**config.mk**
```make
export PLATFORM = sky130hd
export DESIGN_NAME = cop_wb_queue
export DESIGN_NICKNAME = d
export VERILOG_FILES = /design/src/rtl/cop_pkg.sv /design/src/rtl/cop_wb_fifo.sv /design/src/rtl/cop_wb_queue.sv
export SDC_FILE = /design/constraint.sdc
export NUM_CORES = 1
export LEC_CHECK = 0
export CAP_MARGIN = 5
export CORE_MARGIN = 2
export CORE_UTILIZATION = 59
export DETAILED_ROUTE_END_ITERATION = 12
export PLACE_DENSITY_LB_ADDON = 0.1
export RECOVER_POWER = 50
export SYNTH_ARGS = -nofsm -noshare
export SYNTH_HDL_FRONTEND = slang
export SYNTH_SLANG_ARGS = --single-unit
```
**constraint.sdc**
```tcl
create_clock -name cop_clk -period 6.2 [get_ports cop_clk]
set_input_delay 1.86 -clock cop_clk [delete_from_list [all_inputs] [get_ports cop_clk]]
set_output_delay 1.86 -clock cop_clk [all_outputs]
set_load 0.01 [all_outputs]
```
**src/rtl/cop_pkg.sv**
```systemverilog
// cop_pkg: shared widths, the x0 index and the write-back queue entry type.
package cop_pkg;
    localparam int XLEN_DEFAULT = 64;
    localparam int REG_IDX_W = 5;
    localparam logic [REG_IDX_W-1:0] X0_IDX = '0;

    typedef struct packed {
        logic [REG_IDX_W-1:0]    idx;
        logic [XLEN_DEFAULT-1:0] data;
    } wb_entry_t;
endpackage

```
**src/rtl/cop_wb_fifo.sv**
```systemverilog
// cop_wb_fifo: circular FIFO storage with wrapping pointers and an occupancy count.
module cop_wb_fifo
    import cop_pkg::*;
#(
    parameter type entry_t = wb_entry_t,
    parameter int  DEPTH   = 4
) (
    input  logic                     clk,
    input  logic                     rst,
    input  logic                     push,
    input  logic                     pop,
    input  entry_t                   push_entry,
    output entry_t                   mem_o [DEPTH],
    output logic [$clog2(DEPTH)-1:0] rd_ptr_o,
    output logic [$clog2(DEPTH):0]   count_o
);
    localparam int PW = $clog2(DEPTH);
    localparam int CW = PW + 1;

    entry_t mem_q [DEPTH];
    logic [PW-1:0] wr_ptr_q, wr_ptr_d, rd_ptr_q, rd_ptr_d;
    logic [CW-1:0] count_q, count_d;

    always_comb begin
        wr_ptr_d = push ? wr_ptr_q + PW'(1) : wr_ptr_q;
        rd_ptr_d = pop ? rd_ptr_q + PW'(1) : rd_ptr_q;
        count_d  = count_q + CW'(push) - CW'(pop);
    end

    always_ff @(posedge clk or posedge rst) begin
        if (rst) begin
            wr_ptr_q <= '0;
            rd_ptr_q <= '0;
            count_q  <= '0;
        end else begin
            wr_ptr_q <= wr_ptr_d;
            rd_ptr_q <= rd_ptr_d;
            count_q  <= count_d;
        end
    end

    // Entry storage is deliberately left out of reset; count masks stale data.
    always_ff @(posedge clk) begin
        if (push) mem_q[wr_ptr_q] <= push_entry;
    end

    assign mem_o    = mem_q;
    assign rd_ptr_o = rd_ptr_q;
    assign count_o  = count_q;
endmodule

```
**src/rtl/cop_wb_queue.sv**
```systemverilog
// cop_wb_queue: coprocessor result write-back queue with register hazard check.
// Define COP_WB_QUEUE_BYPASS_EN for a zero-latency path from wb_* to rf_* when empty.
module cop_wb_queue
    import cop_pkg::*;
#(
    parameter int XLEN  = XLEN_DEFAULT,
    parameter int DEPTH = 4
) (
    input  logic                 cop_clk,
    input  logic                 cop_rst,
    input  logic                 wb_valid,
    input  logic [XLEN-1:0]      wb_data,
    input  logic [REG_IDX_W-1:0] wb_idx,
    output logic                 cop_rdywr,
    output logic                 rf_we,
    output logic [REG_IDX_W-1:0] rf_waddr,
    output logic [XLEN-1:0]      rf_wdata,
    input  logic                 rf_ready,
    input  logic [REG_IDX_W-1:0] chk_rs1,
    input  logic [REG_IDX_W-1:0] chk_rs2,
    input  logic [REG_IDX_W-1:0] chk_rs3,
    output logic                 rs_hazard
);
    localparam int PW = $clog2(DEPTH);
    localparam int CW = PW + 1;

    typedef struct packed {
        logic [REG_IDX_W-1:0] idx;
        logic [XLEN-1:0]      data;
    } entry_t;

    entry_t        mem [DEPTH];
    entry_t        head;
    logic [PW-1:0] rd_ptr;
    logic [CW-1:0] count;
    logic          empty, push, pop, byp;

    assign empty     = count == '0;
    assign cop_rdywr = count < CW'(DEPTH);
    assign head      = mem[rd_ptr];

`ifdef COP_WB_QUEUE_BYPASS_EN
    assign byp = empty && wb_valid && wb_idx != X0_IDX && rf_ready;
`else
    assign byp = 1'b0;
`endif

    assign push = wb_valid && cop_rdywr && wb_idx != X0_IDX && !byp;
    assign pop  = !empty && rf_ready;

    cop_wb_fifo #(.entry_t(entry_t), .DEPTH(DEPTH)) u_fifo (
        .clk        (cop_clk),
        .rst        (cop_rst),
        .push       (push),
        .pop        (pop),
        .push_entry ('{idx: wb_idx, data: wb_data}),
        .mem_o      (mem),
        .rd_ptr_o   (rd_ptr),
        .count_o    (count)
    );

    always_comb begin
        rf_we    = !empty || byp;
        rf_waddr = byp ? wb_idx : (empty ? '0 : head.idx);
        rf_wdata = byp ? wb_data : (empty ? '0 : head.data);
    end

    // Slot i is occupied when its distance from the head is below count.
    always_comb begin
        rs_hazard = 1'b0;
        for (int i = 0; i < DEPTH; i++)
            if ({1'b0, PW'(PW'(i) - rd_ptr)} < count && mem[i].idx != X0_IDX &&
                (mem[i].idx == chk_rs1 || mem[i].idx == chk_rs2 || mem[i].idx == chk_rs3))
                rs_hazard = 1'b1;
    end
endmodule

```
==> qor.tcl, run 1 <==
set qor(final_max_slew_viol_count) 261
set qor(die_area_um2) 20900
set qor(fin_crit_sh) 0.949
set qor(power_leakage_nw) 4.73
set qor(max-slew-margin-rel) -0.245
set qor(worst_path_max_fanout) 4
set qor(path_common_cell) {sky130_fd_sc_hd__clkdlybuf4s50_1}
set qor(fp.dieW_um) 145
set qor(max_stage_delay_on_crit_path_ns) 0.60
set qor(dp_cells) 993
set qor(yosys_register_bits) 283
set qor(first_global_vias) 6309
set qor(fin_crit_ns) 5.88
set qor(post-synth-top-count-cell) {sky130_fd_sc_hd__edfxtp_1}
set qor(skew_ns) 0.0290
set qor(worst-endpoint-required_ns) 4.34
set qor(synth_enable_flop_cells) 276
set qor(clock-sinks) 283
set qor(dr.first_iter.drc_count) 365
set qor(finalSetupTns_ns) 0
set qor(r2r_end) {u_fifo.count_o[2]}
set qor(worst-r2r-setup-slack_ns) 1.95
set qor(slowest_stage) {sky130_fd_sc_hd__clkdlybuf4s50_1}
set qor(final-hold-violation-count) 0
set qor(powerDensity_nw_per_um2) 454
set qor(syn_area_per_cell_um2) 19.7
set qor(postSynthCellCount) 591
set qor(ff_to_ff_path_depth) 11
set qor(clk-insertion-delay-late_ns) 0.54
set qor(post_cts_resized) 0
set qor(detailedRoute.firstPassIterationCount) 4
set qor(antenna_violations_before_repair) 5
set qor(cts-hold-fix-buffers) 0
set qor(fill_cells) 1148
set qor(coreArea_um2) 19400
set qor(hold_path.class) {flop to flop}
set qor(placementRows) 51
set qor(area_delta_synth_final_pct) 23.4
set qor(cts_max_path_buffers) 3
set qor(post-cts-setup-buffers) 0
set qor(synth_nets) 690
set qor(cp-endpoint) {rs_hazard}
set qor(critical_path.startpoint) {chk_rs3[0]}
set qor(timing.setup.critical_path_class) {primary input to output port}
set qor(ys_dominant_reg_cell) {sky130_fd_sc_hd__edfxtp_1}
set qor(cts.root.buffer_cell) {sky130_fd_sc_hd__clkbuf_16}
set qor(remaining_drc_errors) 0
set qor(final-instance-count-excl-fill) 1045
set qor(count_of_vias_placed_by_the_detailed_router) 5989
set qor(grt.total_usage) 0.234
set qor(chipHeight_um) 145
set qor(synth_top_area_share) 0.711
set qor(io-pin-count) 160
set qor(io_buffers) 159
set qor(gr-total-overflow) 0
set qor(rsz0062_at_grt) {no}
set qor(floorplan.initialDensity) 0.600
set qor(clk_pin_slew_ns) 0.06
set qor(data_arrival_time_at_the_worst_slack_endpoint_ns) 4.02
set qor(maxClockFrequency_ghz) 0.170
set qor(cp_cell_sequence) {clkdlybuf4s50_1 > xor2_1 > nor2_1 > a22oi_4 > a21oi_1 > or4_1 > clkdlybuf4s50_1}
set qor(post-layout-total-power_mw) 6.53
set qor(routed_wl_um) 23600
set qor(worst-slew-pin-transition_ns) 1.87
set qor(cts_inserted_buffers) 28
set qor(max_cap_viol_count) 4
set qor(post_synth_main_area_contributors) {sky130_fd_sc_hd__edfxtp_1 (71%), sky130_fd_sc_hd__mux4_2 (13%), sky130_fd_sc_hd__and2_1 (4.0%)}
set qor(rr_startpoint) {u_fifo.count_o[2]}
set qor(ys.warnings.count) 0
set qor(power.ir.vdd_worst_mv) 0.381
set qor(wl_per_cell_um) 22.6
set qor(grt_pass1_wl_um) 36100
set qor(finalWeightedCongestion) 0.864
set qor(share_of_layout_cells_above_drive_strength_1) 0.147
set qor(place.detailed.hpwl_um) 14100
set qor(synth.lib_cells_used.distinct) 28
set qor(layout.core_utilization) 0.741
set qor(route.antenna.remaining_nets) 0
set qor(post-synth-top-area-cell) {sky130_fd_sc_hd__edfxtp_1}
set qor(vias_per_cell) 5.73
set qor(yosysSeqAreaShare) 0.727
set qor(synth_commonest_cells) {sky130_fd_sc_hd__edfxtp_1 (276), sky130_fd_sc_hd__and2_1 (74), sky130_fd_sc_hd__mux4_2 (68)}
set qor(final-setup-viol-count) 0
set qor(synthesis.area_um2) 11600
set qor(failed_checks) {capacitance limit, slew limit}
set qor(htree_levels) 1
set qor(cts_tree) {done}
set qor(run_status) {complete, but fails checks}
set qor(critPathLaunchType) {primary input}
set qor(grt_start_max_net_pins) 70
set qor(finish.net_count) 857
set qor(postSynth.asyncResetShare) 0.0247
set qor(end_kind) {output port}
## layout make-up
class,instances,area (um2),area share
clock buffer,35,727,0.0506
timing repair buffer,163,1620,0.113
clock inverter,12,121,0.00845
tap,265,332,0.0231
antenna,5,12.5,0.000871
multi-input combinational,271,3040,0.212
inverter,11,41.3,0.00287
sequential,283,8470,0.590
## metrics by stage
step	hold WS [ns]	instance area (um2)	setup WS [ns]
after floorplan	0.523	11600	1.29
after global placement	0.560	13500	0.351
after detailed placement	0.581	13500	0.317
after CTS	0.592	14400	0.312
after global routing	0.654	14400	0.176
final	0.590	14400	0.318
## flip-flops by register name, summed over array words and instances, names as in the netlist
register / count
u_fifo.count_o: 3
u_fifo.wr_ptr_q: 2
u_fifo.rd_ptr_o: 2
u_fifo.mem_o: 276
## cell usage in the layout (no fill, tap or decap), types with 7 or more instances in the layout
master / count
sky130_fd_sc_hd__clkbuf_16: 28
sky130_fd_sc_hd__xor2_1: 42
sky130_fd_sc_hd__edfxtp_1: 276
sky130_fd_sc_hd__and2_1: 69
sky130_fd_sc_hd__inv_1: 11
sky130_fd_sc_hd__nand3_1: 11
sky130_fd_sc_hd__ha_1: 10
sky130_fd_sc_hd__nor3_1: 12
sky130_fd_sc_hd__dlygate4sd3_1: 70
sky130_fd_sc_hd__xnor2_1: 24
sky130_fd_sc_hd__clkdlybuf4s50_1: 89
sky130_fd_sc_hd__clkbuf_1: 7
sky130_fd_sc_hd__mux4_2: 68
## cells by family (layout without fill, tap and decap cells)
| family | count (synthesis) | after routing | synth area share |
|---|---|---|---|
| muxes | 69 | 69 | 0.134 |
| adders and majority gates | 11 | 11 | 0.0125 |
| AOI/OAI and AO/OA | 16 | 16 | 0.00934 |
| other | 0 | 5 | 0 |
| xor gates and xnor gates | 66 | 66 | 0.0496 |
| DFF | 283 | 283 | 0.727 |
| and+or+nand+nor | 109 | 109 | 0.0555 |
| buffers and inverters | 37 | 221 | 0.0128 |
## routing by layer
metal,wire (um),vias up,GRT usage
li1,-,2661,-
met1,9630,3097,0.313
met2,11900,193,0.394
met3,1670,34,0.0586
met4,426,4,0.0557
met5,25,-,0
## how the worst min path moves through the flow
stage                      start           endpoint  slack, ns  cells past startpoint
2_1_floorplan  u_fifo.count_o[2]  u_fifo.count_o[2]       0.52                      1
3_3_place_gp   u_fifo.count_o[2]  u_fifo.count_o[2]       0.56                      1
3_5_place_dp   u_fifo.count_o[2]  u_fifo.count_o[2]       0.58                      1
4_1_cts        u_fifo.count_o[2]  u_fifo.count_o[2]       0.59                      1
5_1_grt        u_fifo.count_o[2]  u_fifo.count_o[2]       0.65                      1
6_report       u_fifo.count_o[2]  u_fifo.count_o[2]       0.59                      1
## power breakdown
group	switching (mW)	internal [mW]
clock	0.665	0.908
combinational	1.10	1.33
sequential	0.119	2.41
## worst max-delay path: cells and delay by family
family,cells,cell delay (ns)
XOR/XNOR,1,0.19
buffers and inverters,2,1.10
AO/OA/AOI/OAI,2,0.25
AND/OR/NAND/NOR,2,0.62
(Power assumes the default switching activity.)
==> run 2: changes to the inputs <==
--- a/config.mk
+++ b/config.mk
@@ -10,7 +10,6 @@
 export CORE_UTILIZATION = 59
 export DETAILED_ROUTE_END_ITERATION = 12
 export PLACE_DENSITY_LB_ADDON = 0.1
-export RECOVER_POWER = 50
 export SYNTH_ARGS = -nofsm -noshare
 export SYNTH_HDL_FRONTEND = slang
 export SYNTH_SLANG_ARGS = --single-unit
==> qor.tcl, run 2 (synthesis gave the netlist of run 1 again) <==
set qor(run_status) {complete, no violations}
set qor(largest_register_ffs) 276
set qor(final_common_cell) {sky130_fd_sc_hd__edfxtp_1}
set qor(hold_path.class) {flop to flop}
set qor(cts_max_path_buffers) 3
set qor(count_of_vias_placed_by_the_detailed_router) 5973
set qor(place.detailed.hpwl_um) 14100
set qor(routed_wl_um) 23700
set qor(power.ir.vdd_worst_mv) 0.381
set qor(fin_crit_ns) 5.90
set qor(fill_cells) 1151
set qor(route.antenna.remaining_nets) 0
set qor(layout.core_utilization) 0.741
set qor(htree_levels) 1
set qor(skew_ns) 0.0317
set qor(grt_start_max_net_pins) 70
set qor(powerDensity_nw_per_um2) 455
set qor(grt_pass1_wl_um) 36100
set qor(floorplan.initialDensity) 0.600
set qor(first_global_vias) 6309
set qor(grt.total_usage) 0.234
set qor(clk-insertion-delay-late_ns) 0.54
set qor(dp_cells) 993
set qor(clk_pin_slew_ns) 0.06
set qor(wl_per_cell_um) 22.7
set qor(multi_input_comb_area_um2) 3050
set qor(share_of_layout_cells_above_drive_strength_1) 0.150
set qor(final-instance-count-excl-fill) 1041
set qor(cts_inserted_buffers) 28
set qor(antenna_violations_before_repair) 2
set qor(dr.first_iter.drc_count) 314
set qor(slowest_stage) {sky130_fd_sc_hd__clkdlybuf4s50_1}
set qor(sequential_cell_area_um2) 8470
set qor(worst-slew-pin-transition_ns) 1.06
set qor(maxClockFrequency_ghz) 0.170
set qor(power_leakage_nw) 4.72
set qor(remaining_drc_errors) 0
set qor(finish.net_count) 857
set qor(finalWeightedCongestion) 0.864
set qor(critPathLaunchType) {primary input}
set qor(cts-hold-fix-buffers) 0
set qor(fp.dieW_um) 145
set qor(worst_path_max_fanout) 4
set qor(timing.setup.critical_path_class) {primary input to output port}
set qor(final-hold-violation-count) 0
set qor(clock-sinks) 283
set qor(final-setup-viol-count) 0
set qor(post-cts-setup-buffers) 0
set qor(fin_crit_sh) 0.951
set qor(io-pin-count) 160
set qor(detailedRoute.firstPassIterationCount) 6
set qor(coreArea_um2) 19400
set qor(gr-total-overflow) 0
set qor(end_kind) {output port}
set qor(data_arrival_time_at_the_worst_slack_endpoint_ns) 4.04
set qor(final_cell_mix) {sky130_fd_sc_hd__edfxtp_1 (276), sky130_fd_sc_hd__clkdlybuf4s50_1 (159), sky130_fd_sc_hd__and2_1 (70), sky130_fd_sc_hd__mux4_2 (68), sky130_fd_sc_hd__xor2_1 (42)}
set qor(path_common_cell) {sky130_fd_sc_hd__clkdlybuf4s50_1}
set qor(max-slew-margin-rel) 0.290
set qor(worst-r2r-setup-slack_ns) 2.74
set qor(max_stage_delay_on_crit_path_ns) 0.60
set qor(post_cts_resized) 0
set qor(cts_tree) {done}
set qor(cp_cell_sequence) {clkdlybuf4s50_1 > xor2_1 > nor2_1 > a22oi_4 > a21oi_1 > or4_1 > clkdlybuf4s50_1}
set qor(rsz0062_at_grt) {no}
set qor(finalSetupTns_ns) 0
set qor(vias_per_cell) 5.74
set qor(worst-endpoint-required_ns) 4.34
set qor(cts.root.buffer_cell) {sky130_fd_sc_hd__clkbuf_16}
set qor(max_cap_viol_count) 0
set qor(die_area_um2) 20900
set qor(area_delta_synth_final_pct) 23.3
set qor(placementRows) 51
set qor(io_buffers) 159
set qor(chipHeight_um) 145
set qor(final_max_slew_viol_count) 0
run 2: final timing paths:
check,endpoint,from,depth (start not counted)
max reg2reg,u_fifo.count_o[2],u_fifo.count_o[1],11
max,rs_hazard,chk_rs3[0],7
min,u_fifo.count_o[2],u_fifo.count_o[2],1
min in group asynchronous,u_fifo.count_o[0],cop_rst,2
max in group asynchronous,u_fifo.rd_ptr_o[0],cop_rst,2
min reg2reg,u_fifo.count_o[2],u_fifo.count_o[2],1
run 2: layer usage:
metal | global-route usage | up-vias | wire (um)
met5 | 0 | - | 25
met4 | 0.0557 | 4 | 410
met3 | 0.0586 | 34 | 1660
met2 | 0.394 | 181 | 11900
met1 | 0.313 | 3094 | 9650
li1 | - | 2660 | -
run 2: cell type report:
class,count,share of cell area
flip-flops and latches,283,0.590
repair buffers,163,0.113
clock buffers,35,0.0506
clock inverters,12,0.00845
diodes,1,0.000174
well taps,265,0.0231
inverters,11,0.00287
multi-input cells,271,0.212
run 2: power breakdown:
group | internal, mW | switching, mW | leakage [nW]
clock network | 0.909 | 0.665 | 0.408
logic | 1.34 | 1.10 | 1.72
registers | 2.41 | 0.120 | 2.59
total | 4.65 | 1.89 | 4.72
run 2: per-stage QoR:
step                      cell area, um2  hold slack [ns]  worst slack [ns]  total power [mW]
after floorplan                    11600            0.523              1.29              3.92
after global placement             13500            0.560             0.351              4.98
after detailed placement           13500            0.581             0.317              5.02
after CTS                          14400            0.592             0.312              6.61
after global routing               14400            0.671             0.237              6.86
final                              14400            0.607             0.305              6.54
run 2: worst max-delay path: cells and delay by family:
family,cells,cell delay (ns)
and+or+nand+nor,2,0.63
buffers and inverters,2,1.10
AOI/OAI and AO/OA,2,0.26
xor gates and xnor gates,1,0.19
==> run 3: changes to the inputs <==
--- a/config.mk
+++ b/config.mk
@@ -9,7 +9,9 @@
 export CORE_MARGIN = 2
 export CORE_UTILIZATION = 59
 export DETAILED_ROUTE_END_ITERATION = 12
-export PLACE_DENSITY_LB_ADDON = 0.1
+export HOLD_SLACK_MARGIN = 0.05
+export PLACE_DENSITY = 0.83
+export SKIP_CTS_REPAIR_TIMING = 1
 export SYNTH_ARGS = -nofsm -noshare
 export SYNTH_HDL_FRONTEND = slang
 export SYNTH_SLANG_ARGS = --single-unit
==> qor.tcl, run 3 (synthesis gave the netlist of run 1 again) <==
set qor(final_common_cell) {sky130_fd_sc_hd__edfxtp_1}
set qor(htree_levels) 1
set qor(critPathLaunchType) {primary input}
set qor(final_cell_mix) {sky130_fd_sc_hd__edfxtp_1 (276), sky130_fd_sc_hd__clkdlybuf4s50_1 (159), sky130_fd_sc_hd__and2_1 (70), sky130_fd_sc_hd__mux4_2 (68), sky130_fd_sc_hd__xor2_1 (42)}
set qor(grt_pass1_wl_um) 36100
set qor(maxClockFrequency_ghz) 0.171
set qor(p_sw_frac) 0.290
set qor(worst-endpoint-required_ns) 4.34
set qor(dr.first_iter.drc_count) 394
set qor(clk_pin_slew_ns) 0.06
set qor(antenna_violations_before_repair) 0
set qor(placementRows) 51
set qor(run_status) {complete, no violations}
set qor(fin_crit_ns) 5.83
set qor(place.detailed.hpwl_um) 14400
set qor(final-setup-viol-count) 0
set qor(skew_ns) 0.0244
set qor(fin_crit_sh) 0.941
set qor(worstHoldPathCells) 1
set qor(area_delta_synth_final_pct) 23.5
set qor(power.ir.vdd_worst_mv) 0.352
set qor(max_cap_viol_count) 0
set qor(grt_start_max_net_pins) 70
set qor(data_arrival_time_at_the_worst_slack_endpoint_ns) 3.97
set qor(crit_family) {buffers and inverters}
set qor(detailedRoute.firstPassIterationCount) 5
set qor(hold_path.class) {flop to flop}
set qor(path_common_cell) {sky130_fd_sc_hd__clkdlybuf4s50_1}
set qor(finish.net_count) 855
set qor(max-slew-margin-rel) 0.290
set qor(comb_power_share) 0.366
set qor(antenna_cells) 0
set qor(power_leakage_nw) 4.72
set qor(cts_max_path_buffers) 3
set qor(clk-insertion-delay-late_ns) 0.54
set qor(largest_register_ffs) 276
set qor(end_kind) {output port}
set qor(timing.setup.critical_path_class) {primary input to output port}
set qor(internal_power_mw) 4.67
set qor(rsz0062_at_grt) {no}
set qor(dp_cells) 992
set qor(slowest_stage) {sky130_fd_sc_hd__clkdlybuf4s50_1}
set qor(coreArea_um2) 19400
set qor(die_area_um2) 20900
set qor(share_of_layout_cells_above_drive_strength_1) 0.149
set qor(route.antenna.remaining_nets) 0
set qor(grt.total_usage) 0.232
set qor(cts_tree) {done}
set qor(gr-total-overflow) 0
set qor(cts_inserted_buffers) 27
set qor(worst-slew-pin-transition_ns) 1.06
set qor(path_buf_inv) 2
set qor(count_of_vias_placed_by_the_detailed_router) 5976
set qor(io_buffers) 159
set qor(io-pin-count) 160
set qor(max_stage_delay_on_crit_path_ns) 0.60
set qor(chipHeight_um) 145
set qor(worst_path_max_fanout) 4
set qor(pre_cts_slack_ns) 0.354
set qor(routed_wl_um) 23700
set qor(clock-sinks) 283
set qor(clkPwrFrac) 0.242
set qor(finalSetupTns_ns) 0
set qor(cts.root.buffer_cell) {sky130_fd_sc_hd__clkbuf_16}
set qor(wl_per_cell_um) 22.8
set qor(post-route-worst-setup-slack_ns) 0.367
set qor(vias_per_cell) 5.74
set qor(fp.dieW_um) 145
set qor(finalWeightedCongestion) 0.919
set qor(powerDensity_nw_per_um2) 457
set qor(total_switching_power_mw) 1.90
set qor(final-instance-count-excl-fill) 1041
set qor(first_global_vias) 6308
set qor(floorplan.initialDensity) 0.600
set qor(power_frac_seq) 0.392
set qor(final_max_slew_viol_count) 0
set qor(cp_cell_sequence) {clkdlybuf4s50_1 > xor2_1 > nor2_1 > a22oi_4 > a21oi_1 > or4_1 > clkdlybuf4s50_1}
set qor(remaining_drc_errors) 0
set qor(final-hold-violation-count) 0
set qor(ff_to_ff_path_depth) 10
set qor(worstSetupPathDepth) 7
[run 3: routing by layer]
metal | routed length (um) | track usage | share of wire | up-vias
met3 | 1710 | 0.0563 | 0.072 | 36
met4 | 389 | 0.0552 | 0.016 | 0
met1 | 9590 | 0.319 | 0.40 | 3088
li1 | - | - | - | 2650
met5 | 0 | 0 | 0 | -
met2 | 12000 | 0.384 | 0.51 | 202
[run 3: path summary, 6_finish.rpt]
kind                                    from                 end  slack (ns)
setup / recovery                  chk_rs3[0]           rs_hazard        0.37
hold / removal             u_fifo.count_o[2]   u_fifo.count_o[2]        0.61
setup reg to reg           u_fifo.count_o[1]   u_fifo.count_o[2]        2.88
hold reg to reg            u_fifo.count_o[2]   u_fifo.count_o[2]        0.61
max in group asynchronous            cop_rst  u_fifo.rd_ptr_o[1]        4.33
min in group asynchronous            cop_rst  u_fifo.wr_ptr_q[1]        1.61
[run 3: power groups by stage]
stage          combinational, mW  clock, mW  sequential (mW)
2_1_floorplan               1.41          0             2.51
3_3_place_gp                2.38          0             2.60
3_5_place_dp                2.41          0             2.62
4_1_cts                     2.45       1.61             2.58
5_1_grt                     2.59       1.69             2.60
6_report                    2.41       1.59             2.57
[run 3: final cells by class]
| cell class | instances | area, um2 |
|---|---|---|
| clock buffers | 31 | 691 |
| clock inverters | 18 | 174 |
| fillers | 1132 | 5010 |
| inverters | 11 | 41.3 |
| multi-input cells | 271 | 3050 |
| flip-flops and latches | 283 | 8470 |
| well taps | 265 | 332 |
| repair buffers | 162 | 1630 |
[run 3: through the flow]
stage | total power [mW] | instance area, um2 | hold slack (ns) | util
floorplan | 3.92 | 11600 | 0.523 | -
global placement | 4.98 | 13500 | 0.560 | 0.697
detailed placement | 5.03 | 13500 | 0.583 | 0.697
CTS | 6.64 | 14400 | 0.592 | 0.742
global route | 6.89 | 14400 | 0.607 | 0.742
finish | 6.57 | 14400 | 0.610 | 0.742
